===== src/rtl/aes_pkg.sv =====
// Shared AES constants, FSM state type and GF(2^8) helpers used by the
// key schedule and the cipher round controller.
package aes_pkg;

   localparam int          NR        = 10;
   localparam int          KW        = 128;
   localparam logic [7:0]  RCON_INIT = 8'h01;
   localparam logic [7:0]  RCON_POLY = 8'h1B;

   typedef enum logic [1:0] {
      ST_IDLE   = 2'd0,
      ST_EXPAND = 2'd1,
      ST_DONE   = 2'd2
   } ks_state_t;

   // multiply by x in GF(2^8), reducing by the AES polynomial
   function automatic logic [7:0] xtime(input logic [7:0] b);
      return {b[6:0], 1'b0} ^ (b[7] ? RCON_POLY : 8'h00);
   endfunction

   // general GF(2^8) multiply by shift-and-add
   function automatic logic [7:0] gf_mul(input logic [7:0] a, input logic [7:0] b);
      logic [7:0] p;
      logic [7:0] aa;
      p  = 8'h00;
      aa = a;
      for (int i = 0; i < 8; i++) begin
         if (b[i]) p = p ^ aa;
         aa = xtime(aa);
      end
      return p;
   endfunction

endpackage


===== src/rtl/key_schedule_ctrl_if.sv =====
// Control/read bus between the key schedule and its user.
interface key_schedule_ctrl_if #(
   parameter int KW = 128
);
   logic          start;
   logic [KW-1:0] key_in;
   logic [3:0]    rd_addr;
   logic [KW-1:0] rk_out;
   logic          busy;
   logic          done;
   logic          keys_valid;

   modport master (
      output start, key_in, rd_addr,
      input  rk_out, busy, done, keys_valid
   );

   modport slave (
      input  start, key_in, rd_addr,
      output rk_out, busy, done, keys_valid
   );
endinterface


===== src/rtl/key_schedule_ctrl_subkey.sv =====
// One AES-128 key-expansion round: next round key from the previous one
// and the round constant. Purely combinational.
module SubKey
   import aes_pkg::*;
(
   input  logic [127:0] keyin,
   input  logic [7:0]   rcon,
   output logic [127:0] keyout
);

   // S-box computed as multiplicative inverse (x^254) followed by the affine map
   function automatic logic [7:0] sbox(input logic [7:0] x);
      logic [7:0] p;
      logic [7:0] inv;
      p   = x;
      inv = 8'h01;
      for (int i = 0; i < 7; i++) begin
         p   = gf_mul(p, p);
         inv = gf_mul(inv, p);
      end
      return inv
           ^ {inv[6:0], inv[7]}
           ^ {inv[5:0], inv[7:6]}
           ^ {inv[4:0], inv[7:5]}
           ^ {inv[3:0], inv[7:4]}
           ^ 8'h63;
   endfunction

   logic [31:0] w0, w1, w2, w3;
   logic [31:0] t;
   logic [31:0] n0, n1, n2, n3;

   // RotWord + SubWord + rcon on the last word, then the XOR chain
   always_comb begin
      w0 = keyin[127:96];
      w1 = keyin[95:64];
      w2 = keyin[63:32];
      w3 = keyin[31:0];
      t  = {sbox(w3[23:16]), sbox(w3[15:8]), sbox(w3[7:0]), sbox(w3[31:24])}
         ^ {rcon, 24'h000000};
      n0 = w0 ^ t;
      n1 = w1 ^ n0;
      n2 = w2 ^ n1;
      n3 = w3 ^ n2;
      keyout = {n0, n1, n2, n3};
   end

endmodule


===== src/rtl/key_schedule_ctrl.sv =====
// AES-128 key schedule controller: expands one round key per cycle into an
// NR+1 entry store and serves registered reads from it.
module key_schedule_ctrl
   import aes_pkg::*;
#(
   parameter int NR = aes_pkg::NR,
   parameter int KW = aes_pkg::KW
)(
   input  logic               clk,
   input  logic               rst,
   key_schedule_ctrl_if.slave ks
);

   localparam logic [3:0] LAST = 4'(NR);

   ks_state_t     state, state_nxt;
   logic [3:0]    cnt;
   logic [7:0]    rcon;
   logic          done_r;
   logic [KW-1:0] rk_q;
   logic [KW-1:0] slot [0:NR];
   logic [KW-1:0] prev_key;
   logic [KW-1:0] new_key;
   logic          accept;

   // start is only honoured when no expansion is running
   always_comb accept = ks.start && (state == ST_IDLE || state == ST_DONE);

   // previous round key feeding the single SubKey instance
   always_comb begin
      prev_key = '0;
      if (cnt != 4'd0 && cnt <= LAST) prev_key = slot[cnt - 4'd1];
   end

   SubKey u_subkey (
      .keyin  (prev_key),
      .keyout (new_key),
      .rcon   (rcon)
   );

   // state register, round counter, rcon and the done pulse
   always_ff @(posedge clk) begin
      if (rst) begin
         state  <= ST_IDLE;
         cnt    <= 4'd0;
         rcon   <= RCON_INIT;
         done_r <= 1'b0;
      end else begin
         state  <= state_nxt;
         done_r <= (state == ST_EXPAND) && (cnt == LAST);
         if (accept) begin
            cnt  <= 4'd1;
            rcon <= RCON_INIT;
         end else if (state == ST_EXPAND && cnt != LAST) begin
            cnt  <= cnt + 4'd1;
            rcon <= xtime(rcon);
         end
      end
   end

   // next-state logic
   always_comb begin
      state_nxt = state;
      case (state)
         ST_IDLE:   if (ks.start)     state_nxt = ST_EXPAND;
         ST_EXPAND: if (cnt == LAST)  state_nxt = ST_DONE;
         ST_DONE:   if (ks.start)     state_nxt = ST_EXPAND;
         default:                     state_nxt = ST_IDLE;
      endcase
   end

   // round-key store: key at accept, one expanded key per EXPAND cycle
   always_ff @(posedge clk) begin
      if (!rst) begin
         if (accept)
            slot[0] <= ks.key_in;
         else if (state == ST_EXPAND && cnt != 4'd0 && cnt <= LAST)
            slot[cnt] <= new_key;
      end
   end

   // registered read port; sees the pre-write value on a same-cycle hit
   always_ff @(posedge clk) begin
      if (rst)
         rk_q <= '0;
      else if (ks.rd_addr > LAST)
         rk_q <= '0;
      else
         rk_q <= slot[ks.rd_addr];
   end

   // outputs
   always_comb begin
      ks.busy       = (state == ST_EXPAND);
      ks.keys_valid = (state == ST_DONE);
      ks.done       = done_r;
      ks.rk_out     = rk_q;
   end

endmodule


===== src/flat_wrapper.sv =====
// flat-port wrapper written by rule: the top's interface ports become plain ports
module key_schedule_ctrl_flat import aes_pkg::*;
#(
   parameter int NR = aes_pkg::NR,
   parameter int KW = aes_pkg::KW
)
  (clk, rst, ks_start, ks_key_in, ks_rd_addr, ks_rk_out, ks_busy, ks_done, ks_keys_valid);
  key_schedule_ctrl_if #(.KW(KW)) ks_i ();
  input  logic clk;
  input  logic rst;
  input wire logic [$bits(ks_i.start)-1:0] ks_start;
  input wire logic [$bits(ks_i.key_in)-1:0] ks_key_in;
  input wire logic [$bits(ks_i.rd_addr)-1:0] ks_rd_addr;
  output wire logic [$bits(ks_i.rk_out)-1:0] ks_rk_out;
  output wire logic [$bits(ks_i.busy)-1:0] ks_busy;
  output wire logic [$bits(ks_i.done)-1:0] ks_done;
  output wire logic [$bits(ks_i.keys_valid)-1:0] ks_keys_valid;
  assign ks_i.start = ks_start;
  assign ks_i.key_in = ks_key_in;
  assign ks_i.rd_addr = ks_rd_addr;
  assign ks_rk_out = ks_i.rk_out;
  assign ks_busy = ks_i.busy;
  assign ks_done = ks_i.done;
  assign ks_keys_valid = ks_i.keys_valid;
  key_schedule_ctrl #(.NR(NR), .KW(KW)) u_core (.clk(clk), .rst(rst), .ks(ks_i));
endmodule

===== config.mk =====
export PLATFORM = sky130hd
export DESIGN_NAME = key_schedule_ctrl_flat
export DESIGN_NICKNAME = d
export VERILOG_FILES = /design/src/rtl/aes_pkg.sv /design/src/rtl/key_schedule_ctrl_if.sv /design/src/rtl/key_schedule_ctrl_subkey.sv /design/src/rtl/key_schedule_ctrl.sv /design/src/flat_wrapper.sv
export SDC_FILE = /design/constraint.sdc
export NUM_CORES = 2
export LEC_CHECK = 0
export ABC_CLOCK_PERIOD_IN_PS = 28000
export CORE_ASPECT_RATIO = 1.4
export CORE_MARGIN = 4
export CORE_UTILIZATION = 40
export DETAILED_ROUTE_END_ITERATION = 10
export DONT_BUFFER_PORTS = 1
export RECOVER_POWER = 100
export SETUP_SLACK_MARGIN = 0.05
export SLEW_MARGIN = 20
export SYNTH_ARGS = -nofsm -noshare
export SYNTH_HDL_FRONTEND = slang
export SYNTH_SLANG_ARGS = --single-unit

===== constraint.sdc =====
create_clock -name clk -period 28 [get_ports clk]
set_clock_uncertainty 0.05 [all_clocks]
set_input_delay 2.8 -clock clk [delete_from_list [all_inputs] [get_ports clk]]
set_output_delay 2.8 -clock clk [all_outputs]
set_load 0.005 [all_outputs]

==> metrics.cfg <==
[synth]
ys.flop_type = edfxtp_1
ys_seq_area_frac = 0.3473
synth-xor-area-share = 0.2292
syn_nets = 12550
synthArstFlopShare = 0
synth-seq-cells = 1551
yosys_warnings = 0
synth_edf_count = 1408
synth_area_per_cell_sq_um = 10.49
synth-simple-area-share = 0.1263
synthCells = 12390
synth.distinct_cells = 141
synthAdderAreaFrac = 0.002368
synth_top_family_by_area = XOR/XNOR gates
synth-compound-area-share = 0.1251
syn_area_sq_um = 130000
synthMuxAreaShare = 0.1372

[clocking]
cts_made_buffers = 157
path_clk_slew_ps = 80
cts_resized = 0
cts_setup_buffers = 0
cts.sinks = 1551
cts_hold_buf = 0
cts_tree = built
clock_latency_ps = 870
ctsLongestPathBuffers = 4
root_buffer = clkbuf_16
h-tree-depth = 4

[drt]
wl_per_cell_um = 26.54
via_per_inst = 6.104
drt_first_pass_iters = 8
finalWirelength_um = 436100
drc_errors = 0
dr_total_vias = 100300
initialDrtViolationCount = 9500
postRouteAntennaNets = 0

[sta]
period_minus_slack_ps = 26100
rsz0062_at_grt = false
setup_violations = 0
finalHoldViolations = 0
drv_slew = 1779
fin_crit_sh = 0.9322
slew_headroom = -5.197
finalSetupTns_ps = 0
worstMarginPinSlew_ps = 9296
fmax_mhz = 38.31

[placement]
hpwl_um = 294400
io_buffers = 0
gp_congestion = 0.9104

[worst_hold_path]
hp-start = u_core.rcon[4]
holdPathStages = 2
min_path_type = register to register

[global_routing]
grt_max_degree = 514
grt_usage = 0.2525
antenna_found_initial = 39
grt-ovfl-total = 0
grt_pass1_wl_um = 641400
grt_pass1_vias = 96300

[floorplanning]
core-area_sq_um = 323600
die_h_um = 682.5
fp.dieW_um = 489.8
start_util = 0.4017
die-area_sq_um = 334300
num_rows = 247
ios = 266

[worst_setup_path]
cp_data_required_time_ps = 28430
cp-start-kind = register
critPathMaxFanout = 51
critPathLaunch = u_core.cnt[0]
slowest_stage = xnor2_1
slowest_delay_ps = 1620
rr_startpoint = u_core.cnt[0]
rr_worst_depth = 61
worst-setup-path-type = register to register
worstSetupEndpointType = register
arrival_ps = 26530

[layout]
layout_commonest_cell = xnor2_1
layout-drive-gt1-share = 0.1232
area_delta_synth_final_pct = 7.583
nets = 12220
layout_common_cells = xnor2_1 (1473), edfxtp_1 (1408), nor2_1 (1349)

[flow_run]
drv_cap = 52

[status]
failed_checks = max-capacitance violations, max-slew violations
status = finished with violations

Yosys cell counts, types with 71 or more instances:
| cell type | number | share of area |
|---|---|---|
| buf_1 | 139 | 0.0040 |
| dfxtp_1 | 143 | 0.022 |
| nand3_1 | 332 | 0.013 |
| mux4_2 | 494 | 0.086 |
| xor2_1 | 452 | 0.030 |
| o211ai_1 | 161 | 0.0093 |
| xnor2_2 | 81 | 0.010 |
| mux2_2 | 71 | 0.0062 |
| xnor2_1 | 1513 | 0.10 |
| nor2_1 | 1349 | 0.039 |
| edfxtp_1 | 1408 | 0.33 |
| xnor3_1 | 332 | 0.058 |
| nand2_1 | 1165 | 0.034 |
| buf_2 | 142 | 0.0055 |
| a21oi_1 | 648 | 0.025 |
| a211oi_1 | 384 | 0.022 |
| a31oi_1 | 100 | 0.0048 |
| o22ai_1 | 120 | 0.0058 |
| mux2i_1 | 511 | 0.039 |
| nor3_1 | 247 | 0.0095 |
| clkbuf_1 | 529 | 0.015 |
| nor2b_1 | 192 | 0.0092 |
| o21ai_0 | 402 | 0.015 |
kinds of logic after synthesis:
| kind of cell | count (synthesis) |
|---|---|
| buffers and inverters | 971 |
| AO/OA/AOI/OAI | 2468 |
| flip-flops | 1551 |
| AND/OR/NAND/NOR | 3710 |
| XOR/XNOR | 2547 |
| multiplexers | 1121 |
| adder cells (fa/ha/maj) | 25 |
layout make-up:
cell class	instances	area, sq um
Sequential cell	1551	45140
Inverter	93	354.1
Clock buffer	193	4189
Timing Repair Buffer	386	2828
Fill cell	30250	183700
Tap cell	4233	5296
Antenna cell	22	55.05
Multi-Input combinational cell	9871	81040
Clock inverter	82	925.9
flip-flops by register name, summed over array words and instances (netlist names):
register	count
u_core.cnt	4
u_core.ks.done	1
u_core.ks.rk_out	128
u_core.rcon	8
u_core.slot	1408
u_core.state	2
path summary, 6_finish.rpt:
path,to,slack [ps]
max,u_core.slot[10][15],1900
min,u_core.rcon[5],450
max reg2reg,u_core.slot[10][15],1900
min reg2reg,u_core.rcon[5],450
stage by stage:
stage / std cells / hold WS, ps / area, sq um / util / setup slack, ps
4_1_cts: 16400 / 446.4 / 140200 / 0.4332 / 3267
6_report: 16430 / 454.5 / 139800 / 0.4322 / 1898
3_5_place_dp: 16130 / 453.8 / 135100 / 0.4174 / 3385
3_3_place_gp: 16130 / 447.8 / 135000 / 0.4173 / 3539
2_1_floorplan: 12390 / 406.8 / 130000 / - / 8504
5_1_grt: 16420 / 488.6 / 139800 / 0.4321 / 922.6
routing by layer:
layer | up-vias | track usage | wire length (um)
met1 | 50080 | 0.3042 | 162800
met5 | - | 0 | 117
met2 | 4359 | 0.4408 | 215800
met3 | 946 | 0.03852 | 32740
li1 | 44900 | - | -
met4 | 18 | 0.1203 | 24550
critical path, delay by kind of cell, from the launching register on:
| kind | cells | cell delay, ps |
|---|---|---|
| adders and majority gates | 3 | 1820 |
| buffers and inverters | 7 | 3250 |
| and+or+nand+nor | 7 | 1540 |
| muxes | 5 | 1380 |
| DFF | 1 | 1310 |
| AOI/OAI and AO/OA | 8 | 2180 |
| xor gates and xnor gates | 31 | 14010 |
Power is left out: the tool's default activity adds up to more than one toggle a clock period on the data nets, which glitch-free logic cannot reach.
